File: config.mk
export PLATFORM = sky130hd
export DESIGN_NAME = googletest_objection_tracker_flat
export DESIGN_NICKNAME = d
export VERILOG_FILES = /design/src/rtl/googletest_hdl_pkg.sv /design/src/rtl/googletest_objection_tracker_if.sv /design/src/rtl/googletest_objection_cnt.sv /design/src/rtl/googletest_objection_tracker.sv /design/src/flat_wrapper.sv
export SDC_FILE = /design/constraint.sdc
export NUM_CORES = 1
export LEC_CHECK = 0
export CAP_MARGIN = 30
export CELL_PAD_IN_SITES_DETAIL_PLACEMENT = 0
export CELL_PAD_IN_SITES_GLOBAL_PLACEMENT = 2
export CORE_ASPECT_RATIO = 1.4
export CORE_UTILIZATION = 37
export CTS_CLUSTER_DIAMETER = 30
export DETAILED_ROUTE_END_ITERATION = 6
export GPL_ROUTABILITY_DRIVEN = 0
export PLACE_DENSITY_LB_ADDON = 0.1
export SLEW_MARGIN = 25
export SYNTH_ARGS = -nofsm -noshare
export SYNTH_HDL_FRONTEND = slang
export SYNTH_SLANG_ARGS = --single-unit
File: constraint.sdc
create_clock -name clock -period 4.7 [get_ports clock]
set_input_delay 0.94 -clock clock [delete_from_list [all_inputs] [get_ports clock]]
set_output_delay 0.94 -clock clock [all_outputs]
set_load 0.01 [all_outputs]
File: src/rtl/googletest_hdl_pkg.sv
// Shared types for the objection tracker: FSM states, report severities
// and a 16-bit popcount helper.
package googletest_hdl_pkg;

    localparam int MAX_SRC = 16;

    typedef enum logic [2:0] {
        IDLE  = 3'd0,
        INIT  = 3'd1,
        RUN   = 3'd2,
        DRAIN = 3'd3,
        DONE  = 3'd4
    } state_t;

    typedef enum logic [1:0] {
        INFO  = 2'd0,
        WARN  = 2'd1,
        ERROR = 2'd2,
        FATAL = 2'd3
    } sev_t;

    function automatic logic [4:0] popcount16(input logic [MAX_SRC-1:0] v);
        logic [4:0] c;
        c = '0;
        for (int i = 0; i < MAX_SRC; i++) begin
            c = c + {4'b0000, v[i]};
        end
        return c;
    endfunction

endpackage

File: src/rtl/googletest_objection_tracker_if.sv
// Bundle of run-control, objection, report and status signals between a
// test environment (master) and the objection tracker (slave).
interface googletest_objection_tracker_if #(
    parameter int N_SRC = 4,
    parameter int CNT_W = 8
);
    logic             start;
    logic [N_SRC-1:0] raise;
    logic [N_SRC-1:0] drop;
    logic             rpt_valid;
    logic [1:0]       rpt_sev;
    logic             rpt_ready;
    logic [CNT_W-1:0] objections;
    logic             running;
    logic             done;
    logic             passed;
    logic             failed;
    logic [15:0]      num_warn;
    logic [15:0]      num_err;
    logic             ovf;

    modport master (
        output start, raise, drop, rpt_valid, rpt_sev,
        input  rpt_ready, objections, running, done, passed, failed,
               num_warn, num_err, ovf
    );

    modport slave (
        input  start, raise, drop, rpt_valid, rpt_sev,
        output rpt_ready, objections, running, done, passed, failed,
               num_warn, num_err, ovf
    );
endinterface

File: src/rtl/googletest_objection_cnt.sv
// Saturating up/down objection counter: adds popcount(raise) and subtracts
// popcount(drop) each enabled cycle; ovf is sticky until clr.
module googletest_objection_cnt
    import googletest_hdl_pkg::*;
#(
    parameter int N_SRC = 4,
    parameter int CNT_W = 8
) (
    input  logic             clock,
    input  logic             reset,
    input  logic             clr,
    input  logic             en,
    input  logic [N_SRC-1:0] raise,
    input  logic [N_SRC-1:0] drop,
    output logic [CNT_W-1:0] count,
    output logic             ovf,
    output logic             ovf_next
);

    // Six spare bits cover a 16-source swing in either direction plus sign.
    localparam int SUM_W = CNT_W + 6;
    localparam logic signed [SUM_W-1:0] CNT_MAX = {6'b000000, {CNT_W{1'b1}}};

    logic [MAX_SRC-1:0]      raise_ext;
    logic [MAX_SRC-1:0]      drop_ext;
    logic signed [SUM_W-1:0] sum;
    logic [CNT_W-1:0]        count_next;
    logic                    sat;

    genvar gi;
    generate
        for (gi = 0; gi < MAX_SRC; gi++) begin : g_ext
            if (gi < N_SRC) begin : g_src
                assign raise_ext[gi] = raise[gi];
                assign drop_ext[gi]  = drop[gi];
            end else begin : g_pad
                assign raise_ext[gi] = 1'b0;
                assign drop_ext[gi]  = 1'b0;
            end
        end
    endgenerate

    always_comb begin
        sum = $signed({6'b000000, count})
            + $signed({{(SUM_W-5){1'b0}}, popcount16(raise_ext)})
            - $signed({{(SUM_W-5){1'b0}}, popcount16(drop_ext)});
        sat        = 1'b0;
        count_next = sum[CNT_W-1:0];
        if (sum[SUM_W-1]) begin
            count_next = '0;
            sat        = 1'b1;
        end else if (sum > CNT_MAX) begin
            count_next = '1;
            sat        = 1'b1;
        end
        ovf_next = ovf;
        if (clr) begin
            ovf_next = 1'b0;
        end else if (en && sat) begin
            ovf_next = 1'b1;
        end
    end

    always_ff @(posedge clock or posedge reset) begin
        if (reset) begin
            count <= '0;
            ovf   <= 1'b0;
        end else begin
            ovf <= ovf_next;
            if (clr) begin
                count <= '0;
            end else if (en) begin
                count <= count_next;
            end
        end
    end

endmodule

File: src/rtl/googletest_objection_tracker.sv
// Test-run objection tracker: IDLE/INIT/RUN/DRAIN/DONE sequencing, report
// counting and pass/fail verdict. Optional watchdog: GOOGLETEST_HDL_WATCHDOG_EN.
module googletest_objection_tracker
    import googletest_hdl_pkg::*;
#(
    parameter int N_SRC        = 4,
    parameter int CNT_W        = 8,
    parameter int INIT_CYCLES  = 10,
    parameter int DRAIN_CYCLES = 16,
    parameter int WDOG_CYCLES  = 65535
) (
    input  logic                          clock,
    input  logic                          reset,
    googletest_objection_tracker_if.slave bus
);

    state_t      state_reg, state_next;
    logic [31:0] init_cnt_reg, init_cnt_next;
    logic [31:0] drain_cnt_reg, drain_cnt_next;
    logic [15:0] num_warn_reg, num_warn_next;
    logic [15:0] num_err_reg, num_err_next;
    logic        passed_reg, passed_next;
    logic        failed_reg, failed_next;

    logic [CNT_W-1:0] count;
    logic             ovf;
    logic             ovf_next;
    logic             accept;
    logic             fatal_hit;
    logic             cnt_en;
    logic             cnt_clr;
    logic             is_running;
    logic             zero;
    logic             wdog_hit;
    logic             timeout_next;
    logic             drain_one;

    assign is_running = (state_reg == RUN) || (state_reg == DRAIN);
    assign accept     = bus.rpt_valid && (state_reg != IDLE);
    assign fatal_hit  = accept && is_running && (sev_t'(bus.rpt_sev) == FATAL);
    assign cnt_en     = (state_reg == INIT) || is_running;
    assign cnt_clr    = bus.start && ((state_reg == IDLE) || (state_reg == DONE));
    assign zero       = (count == '0);
    // A single zero cycle already satisfies a drain length of 0 or 1.
    assign drain_one  = (32'd1 >= 32'(DRAIN_CYCLES));

    googletest_objection_cnt #(
        .N_SRC (N_SRC),
        .CNT_W (CNT_W)
    ) u_cnt (
        .clock    (clock),
        .reset    (reset),
        .clr      (cnt_clr),
        .en       (cnt_en),
        .raise    (bus.raise),
        .drop     (bus.drop),
        .count    (count),
        .ovf      (ovf),
        .ovf_next (ovf_next)
    );

`ifdef GOOGLETEST_HDL_WATCHDOG_EN
    logic [31:0] wdog_cnt_reg;
    logic        timeout_reg;

    assign wdog_hit     = is_running && (wdog_cnt_reg + 32'd1 >= 32'(WDOG_CYCLES));
    assign timeout_next = timeout_reg || wdog_hit;

    always_ff @(posedge clock or posedge reset) begin
        if (reset) begin
            wdog_cnt_reg <= '0;
            timeout_reg  <= 1'b0;
        end else if (cnt_clr) begin
            wdog_cnt_reg <= '0;
            timeout_reg  <= 1'b0;
        end else if (is_running) begin
            if (wdog_hit) begin
                timeout_reg <= 1'b1;
            end else begin
                wdog_cnt_reg <= wdog_cnt_reg + 32'd1;
            end
        end
    end
`else
    assign wdog_hit     = 1'b0;
    assign timeout_next = 1'b0;
`endif

    always_comb begin
        state_next     = state_reg;
        init_cnt_next  = init_cnt_reg;
        drain_cnt_next = drain_cnt_reg;
        num_warn_next  = num_warn_reg;
        num_err_next   = num_err_reg;
        passed_next    = passed_reg;
        failed_next    = failed_reg;

        case (state_reg)
            IDLE, DONE: begin
                if (bus.start) begin
                    state_next    = INIT;
                    init_cnt_next = '0;
                end
            end
            INIT: begin
                if (init_cnt_reg + 32'd1 >= 32'(INIT_CYCLES)) begin
                    if (!zero) begin
                        state_next     = RUN;
                        drain_cnt_next = '0;
                    end else if (drain_one) begin
                        state_next = DONE;
                    end else begin
                        state_next     = DRAIN;
                        drain_cnt_next = 32'd1;
                    end
                end else begin
                    init_cnt_next = init_cnt_reg + 32'd1;
                end
            end
            RUN: begin
                if (fatal_hit || wdog_hit) begin
                    state_next = DONE;
                end else if (zero) begin
                    if (drain_one) begin
                        state_next = DONE;
                    end else begin
                        state_next     = DRAIN;
                        drain_cnt_next = 32'd1;
                    end
                end
            end
            DRAIN: begin
                if (fatal_hit || wdog_hit) begin
                    state_next = DONE;
                end else if (!zero) begin
                    state_next     = RUN;
                    drain_cnt_next = '0;
                end else if (drain_cnt_reg + 32'd1 >= 32'(DRAIN_CYCLES)) begin
                    state_next = DONE;
                end else begin
                    drain_cnt_next = drain_cnt_reg + 32'd1;
                end
            end
            default: state_next = IDLE;
        endcase

        if (cnt_clr) begin
            num_warn_next = '0;
            num_err_next  = '0;
        end else if (accept) begin
            if ((sev_t'(bus.rpt_sev) == WARN) && (num_warn_reg != 16'hFFFF)) begin
                num_warn_next = num_warn_reg + 16'd1;
            end
            if ((sev_t'(bus.rpt_sev) == ERROR || sev_t'(bus.rpt_sev) == FATAL)
                && (num_err_reg != 16'hFFFF)) begin
                num_err_next = num_err_reg + 16'd1;
            end
        end

        // Verdict is frozen at DONE entry, using this cycle's report and overflow updates.
        if (state_next == DONE) begin
            if (state_reg != DONE) begin
                passed_next = (num_err_next == 16'd0) && !ovf_next && !timeout_next;
                failed_next = !passed_next;
            end
        end else begin
            passed_next = 1'b0;
            failed_next = 1'b0;
        end
    end

    always_ff @(posedge clock or posedge reset) begin
        if (reset) begin
            state_reg     <= IDLE;
            init_cnt_reg  <= '0;
            drain_cnt_reg <= '0;
            num_warn_reg  <= '0;
            num_err_reg   <= '0;
            passed_reg    <= 1'b0;
            failed_reg    <= 1'b0;
        end else begin
            state_reg     <= state_next;
            init_cnt_reg  <= init_cnt_next;
            drain_cnt_reg <= drain_cnt_next;
            num_warn_reg  <= num_warn_next;
            num_err_reg   <= num_err_next;
            passed_reg    <= passed_next;
            failed_reg    <= failed_next;
        end
    end

    assign bus.rpt_ready  = (state_reg != IDLE);
    assign bus.objections = count;
    assign bus.running    = is_running;
    assign bus.done       = (state_reg == DONE);
    assign bus.passed     = passed_reg;
    assign bus.failed     = failed_reg;
    assign bus.num_warn   = num_warn_reg;
    assign bus.num_err    = num_err_reg;
    assign bus.ovf        = ovf;

endmodule
File: src/flat_wrapper.sv
// flat-port wrapper written by rule: the top's interface ports become plain ports
module googletest_objection_tracker_flat import googletest_hdl_pkg::*;
#(
    parameter int N_SRC        = 4,
    parameter int CNT_W        = 8,
    parameter int INIT_CYCLES  = 10,
    parameter int DRAIN_CYCLES = 16,
    parameter int WDOG_CYCLES  = 65535
)
  (clock, reset, bus_start, bus_raise, bus_drop, bus_rpt_valid, bus_rpt_sev, bus_rpt_ready, bus_objections, bus_running, bus_done, bus_passed, bus_failed, bus_num_warn, bus_num_err, bus_ovf);
  googletest_objection_tracker_if #(.N_SRC(N_SRC), .CNT_W(CNT_W)) bus_i ();
  input  logic clock;
  input  logic reset;
  input wire logic [$bits(bus_i.start)-1:0] bus_start;
  input wire logic [$bits(bus_i.raise)-1:0] bus_raise;
  input wire logic [$bits(bus_i.drop)-1:0] bus_drop;
  input wire logic [$bits(bus_i.rpt_valid)-1:0] bus_rpt_valid;
  input wire logic [$bits(bus_i.rpt_sev)-1:0] bus_rpt_sev;
  output wire logic [$bits(bus_i.rpt_ready)-1:0] bus_rpt_ready;
  output wire logic [$bits(bus_i.objections)-1:0] bus_objections;
  output wire logic [$bits(bus_i.running)-1:0] bus_running;
  output wire logic [$bits(bus_i.done)-1:0] bus_done;
  output wire logic [$bits(bus_i.passed)-1:0] bus_passed;
  output wire logic [$bits(bus_i.failed)-1:0] bus_failed;
  output wire logic [$bits(bus_i.num_warn)-1:0] bus_num_warn;
  output wire logic [$bits(bus_i.num_err)-1:0] bus_num_err;
  output wire logic [$bits(bus_i.ovf)-1:0] bus_ovf;
  assign bus_i.start = bus_start;
  assign bus_i.raise = bus_raise;
  assign bus_i.drop = bus_drop;
  assign bus_i.rpt_valid = bus_rpt_valid;
  assign bus_i.rpt_sev = bus_rpt_sev;
  assign bus_rpt_ready = bus_i.rpt_ready;
  assign bus_objections = bus_i.objections;
  assign bus_running = bus_i.running;
  assign bus_done = bus_i.done;
  assign bus_passed = bus_i.passed;
  assign bus_failed = bus_i.failed;
  assign bus_num_warn = bus_i.num_warn;
  assign bus_num_err = bus_i.num_err;
  assign bus_ovf = bus_i.ovf;
  googletest_objection_tracker #(.N_SRC(N_SRC), .CNT_W(CNT_W), .INIT_CYCLES(INIT_CYCLES), .DRAIN_CYCLES(DRAIN_CYCLES), .WDOG_CYCLES(WDOG_CYCLES)) u_core (.clock(clock), .reset(reset), .bus(bus_i));
endmodule
==> impl_summary.log <==
INFO  metric num_antenna_cells = 0
INFO  metric hold-worst-slack = 0.4980 ns
INFO  metric clkTransAtPathRegs = 0.07 ns
INFO  metric fillerInstances = 1,789
INFO  metric synth_enable_flop_cells = 0
INFO  metric maximum_fanout_along_the_worst_path = 3
INFO  metric final_nets = 838
INFO  metric routed_wirelength = around 17 mm
INFO  metric critPathLaunchType = input port
INFO  metric ys_seq_elements = 110
INFO  metric ys.warnings.count = 0
INFO  metric synth.distinct_cells = 63
INFO  metric gr-total-overflow = 0
INFO  metric cts_htree_levels = 3
INFO  metric timing.clock.skew = 0.007977 ns
INFO  metric hpwl = 12.35 mm
INFO  metric timing.max_cap.violations = 0
INFO  metric grt_first_pass_wirelength = ~30 mm
INFO  metric cts_tree = done
INFO  metric worstHoldPathType = reg2reg
INFO  metric max_slew.worst_pin.slew = 0.8527 ns
INFO  metric share_comb_of_total_power = 0.482
INFO  metric grt_start_max_net_pins = 66
INFO  metric synth-seq-area-share = 0.4108
INFO  metric initial_util = 0.3819
INFO  metric reg2reg_to = u_core.drain_cnt_reg[1]$_DFFE_PP0P_
INFO  metric postSynth.asyncResetShare = 1.000
INFO  metric cts.sink_count = 110
INFO  metric intPower = 2.285 mW
INFO  metric min_path_cells = 2
INFO  metric switching_share = 0.3948
INFO  metric cellLeakagePower = 3.419 nW
INFO  metric cts_buffer_depth = 2
INFO  metric worstRegToRegCells = 10
INFO  metric average_instance_area_after_synthesis = 9.128 sq um
INFO  metric worst_hold_startpoint = u_core.bus.failed$_DFFE_PP0P_
INFO  metric timing.final.crit_period = 4.407 ns
INFO  metric worst_ep_required_time = 4.93 ns
INFO  metric detailedRoute.firstPassIterationCount = 4
INFO  metric cts_made_buffers = 9
INFO  metric max_stage_delay = 0.52 ns
INFO  metric die_y = 161.2 um
INFO  metric detail_route.iter0.violations = 176
INFO  metric clk_root_buffer_cell = clkbuf_16
INFO  metric fp.dieArea = around 19,000 sq um
INFO  metric clock_insertion_delay_worst_skew = 0.36 ns
INFO  metric timing.final.ws_setup = between 0.2 and 0.3 ns
INFO  metric netSwitchingPower = 1.491 mW
INFO  metric final_max_slew_viol_count = 0
INFO  metric rsz0062_at_grt = no
INFO  metric area_growth = 18.92%
INFO  metric crit_chain = clkdlybuf4s50_1 > inv_1 > fa_1 > inv_1 > fa_1 > inv_1 > fa_1 > ha_2 > a21oi_2 > nor2_1 > a2111oi_2 > buf_4 > mux2i_1 > o31ai_1 > a21oi_2 > buf_4 > nor4_1 > o21ai_0
INFO  metric achievable-frequency = 226.9 MHz
INFO  metric die-width = 115.7 um
INFO  metric layout-drive-gt1-share = 0.05985
INFO  metric maxSlewHeadroom = 0.4303
INFO  metric via_count_normalized_by_instance_count = 5.452
INFO  metric timing.final.crit_share = 0.9377
INFO  metric grt_antenna_before_repair = 0
INFO  metric crit_path_top_delay_cell = fa_1
INFO  metric buffer_ports.inserted = between 50 and 60
INFO  metric route.detailed.wl_per_inst = 16.34 um
INFO  metric core.rowCount = 57
INFO  metric dp_worst_setup_slack = -0.4015 ns
INFO  metric power.share.sequential = 0.311
INFO  metric synthCells = 734
INFO  metric power.density = 473.9 nW/um^2
INFO  metric path_class = in2reg
INFO  metric io_pins = 60
INFO  metric critical_path.reg2reg.startpoint = u_core.init_cnt_reg[0]$_DFFE_PP0P_
INFO  metric layout.cells.most_common_list = 110 x dfrtp_1, 69 x nor2_1, 59 x clkdlybuf4s50_1
INFO  metric syn-cell-area = 6700 sq um
INFO  metric critPathArrivalTime = 4.63 ns
INFO  metric gr-usage-all-layers = 0.1995
INFO  metric report.final.setup_viol = 0
INFO  metric drc_errors = 0
INFO  metric dr_total_vias = approximately 5,700
INFO  metric cp-end-kind = flop
INFO  metric clock_power_share = 0.208
INFO  metric mostFrequentLayoutCell = dfrtp_1
INFO  metric setup.reg_to_reg.worst_slack = between 0.9 and 1 ns
INFO  metric result_of_the_run = finished clean
INFO  metric count_of_endpoints_failing_hold_in_the_final_timing_report = 0
INFO  metric worst_hold_path.endpoint = u_core.bus.failed$_DFFE_PP0P_
INFO  metric vdd_drop_max = between 0.3 and 0.4 mV
INFO  metric synth_ff_type = dfrtp_1
INFO  metric postSynthNetCount = between 700 and 800
INFO  metric core-area = 17,540 sq um
INFO  metric first_global_vias = 5,831
INFO  metric detail_route_antenna_nets = 0
Yosys cell counts (all sizes together) (2+ instances only):
library cell    n  area [sq um]
o31a            2         17.52
nor4b           4         41.29
nand4          32         206.5
o31ai          11         82.58
a21o            5         37.54
and3           40         250.2
nand3          34         170.2
xor2           15         131.4
o41ai           3         26.28
or2             3         18.77
o21ai          24         120.1
a21oi          19         95.09
nor3           22         110.1
o211ai          2         15.01
nand3b          4         30.03
xnor2          34         297.8
clkbuf         12         45.04
nor2           69         259.0
inv            43         161.4
o21a            3         22.52
or3            12         80.08
mux2i          12         120.1
a211oi          3         22.52
a2111oi         3         26.28
nor2b          32         200.2
nor3b           7         57.55
nand2b          5         31.28
or4            14         116.4
and4            8         70.07
buf             8         43.79
ha             18         225.2
and2            8         50.05
o311a           2         20.02
fa              8         160.2
o21bai          3         22.52
a31oi           5         31.28
or3b            2         17.52
nor4bb          3         30.03
nor4           27         183.9
dfrtp         110          2753
o22ai           4         25.02
nand2          50         190.2
through the flow:
stage	std cells	TNS [ns]	util	total power [mW]	area, sq um
after floorplan	734	0	-	2.351	6700
after global placement	1021	-0.9064	0.4338	2.932	7611
after detailed placement	1021	-1.115	0.4338	2.937	7611
after CTS	1036	0	0.4505	3.755	7904
after global routing	1038	0	0.4541	4.073	7968
final	1038	0	0.4541	3.776	7968
per-layer routing:
layer | vias up | global-route usage | wire, um
met3 | 16 | 0.03077 | 513
met4 | 0 | 0.06876 | 279
met1 | 2783 | 0.2492 | 7622
met2 | 78 | 0.3462 | 8549
li1 | 2782 | - | -
met5 | - | 0 | 0
worst max-delay path by stage:
| stage | start | endpoint | slack, ns | depth (start not counted) |
|---|---|---|---|---|
| final | bus_drop[1] | u_core.bus.failed$_DFFE_PP0P_ | 0.29 | 18 |
| after CTS | bus_drop[1] | u_core.bus.passed$_DFFE_PP0P_ | 0.005 | 17 |
| after detailed placement | bus_drop[1] | u_core.bus.passed$_DFFE_PP0P_ | -0.40 | 17 |
| after global routing | bus_drop[1] | u_core.u_cnt.count[4]$_DFFE_PP0P_ | 0.03 | 19 |
| after floorplan | bus_drop[1] | u_core.bus.passed$_DFFE_PP0P_ | 0.04 | 15 |
| after global placement | bus_drop[1] | u_core.bus.passed$_DFFE_PP0P_ | -0.37 | 17 |
critical path, delay by kind of cell:
| family | cells | cell delay [ns] |
|---|---|---|
| buffers and inverters | 6 | 0.92 |
| and+or+nand+nor | 2 | 0.31 |
| muxes | 1 | 0.07 |
| AOI/OAI and AO/OA | 5 | 0.81 |
| adders and majority gates | 4 | 1.56 |
cells by family after synthesis:
logic type | synth area share
XOR/XNOR | 0.06405
flip-flops | 0.4108
adder cells (fa/ha/maj) | 0.05752
AND/OR/NAND/NOR | 0.3167
buffers and inverters | 0.03735
AO/OA/AOI/OAI | 0.09393
multiplexers | 0.01961
final cells by class:
| cell class | count | area (sq um) | share of cell area |
|---|---|---|---|
| Sequential cell | 110 | 2753 | 0.3455 |
| Timing Repair Buffer | 73 | 732.0 | 0.09187 |
| Clock buffer | 12 | 246.5 | 0.03094 |
| Multi-Input combinational cell | 561 | 3732 | 0.4684 |
| Tap cell | 236 | 295.3 | 0.03706 |
| Inverter | 43 | 163.9 | 0.02057 |
| Clock inverter | 3 | 45.04 | 0.005653 |
power groups by stage:
stage / combinational, mW / sequential (mW) / clock, mW
finish: 1.82 / 1.17 / 0.785
global route: 2.03 / 1.19 / 0.849
CTS: 1.77 / 1.18 / 0.813
detailed placement: 1.75 / 1.19 / 0
global placement: 1.74 / 1.19 / 0
floorplan: 1.18 / 1.17 / 0
timing repair:
action,4_1_cts,5_1_grt
pin swaps,0,6
endpoints found under the setup margin,1,4
hold buffers,0,0
buffers inserted,0,0
gates resized for setup,1,8
No activity file was read; power rests on OpenSTA's default activity.
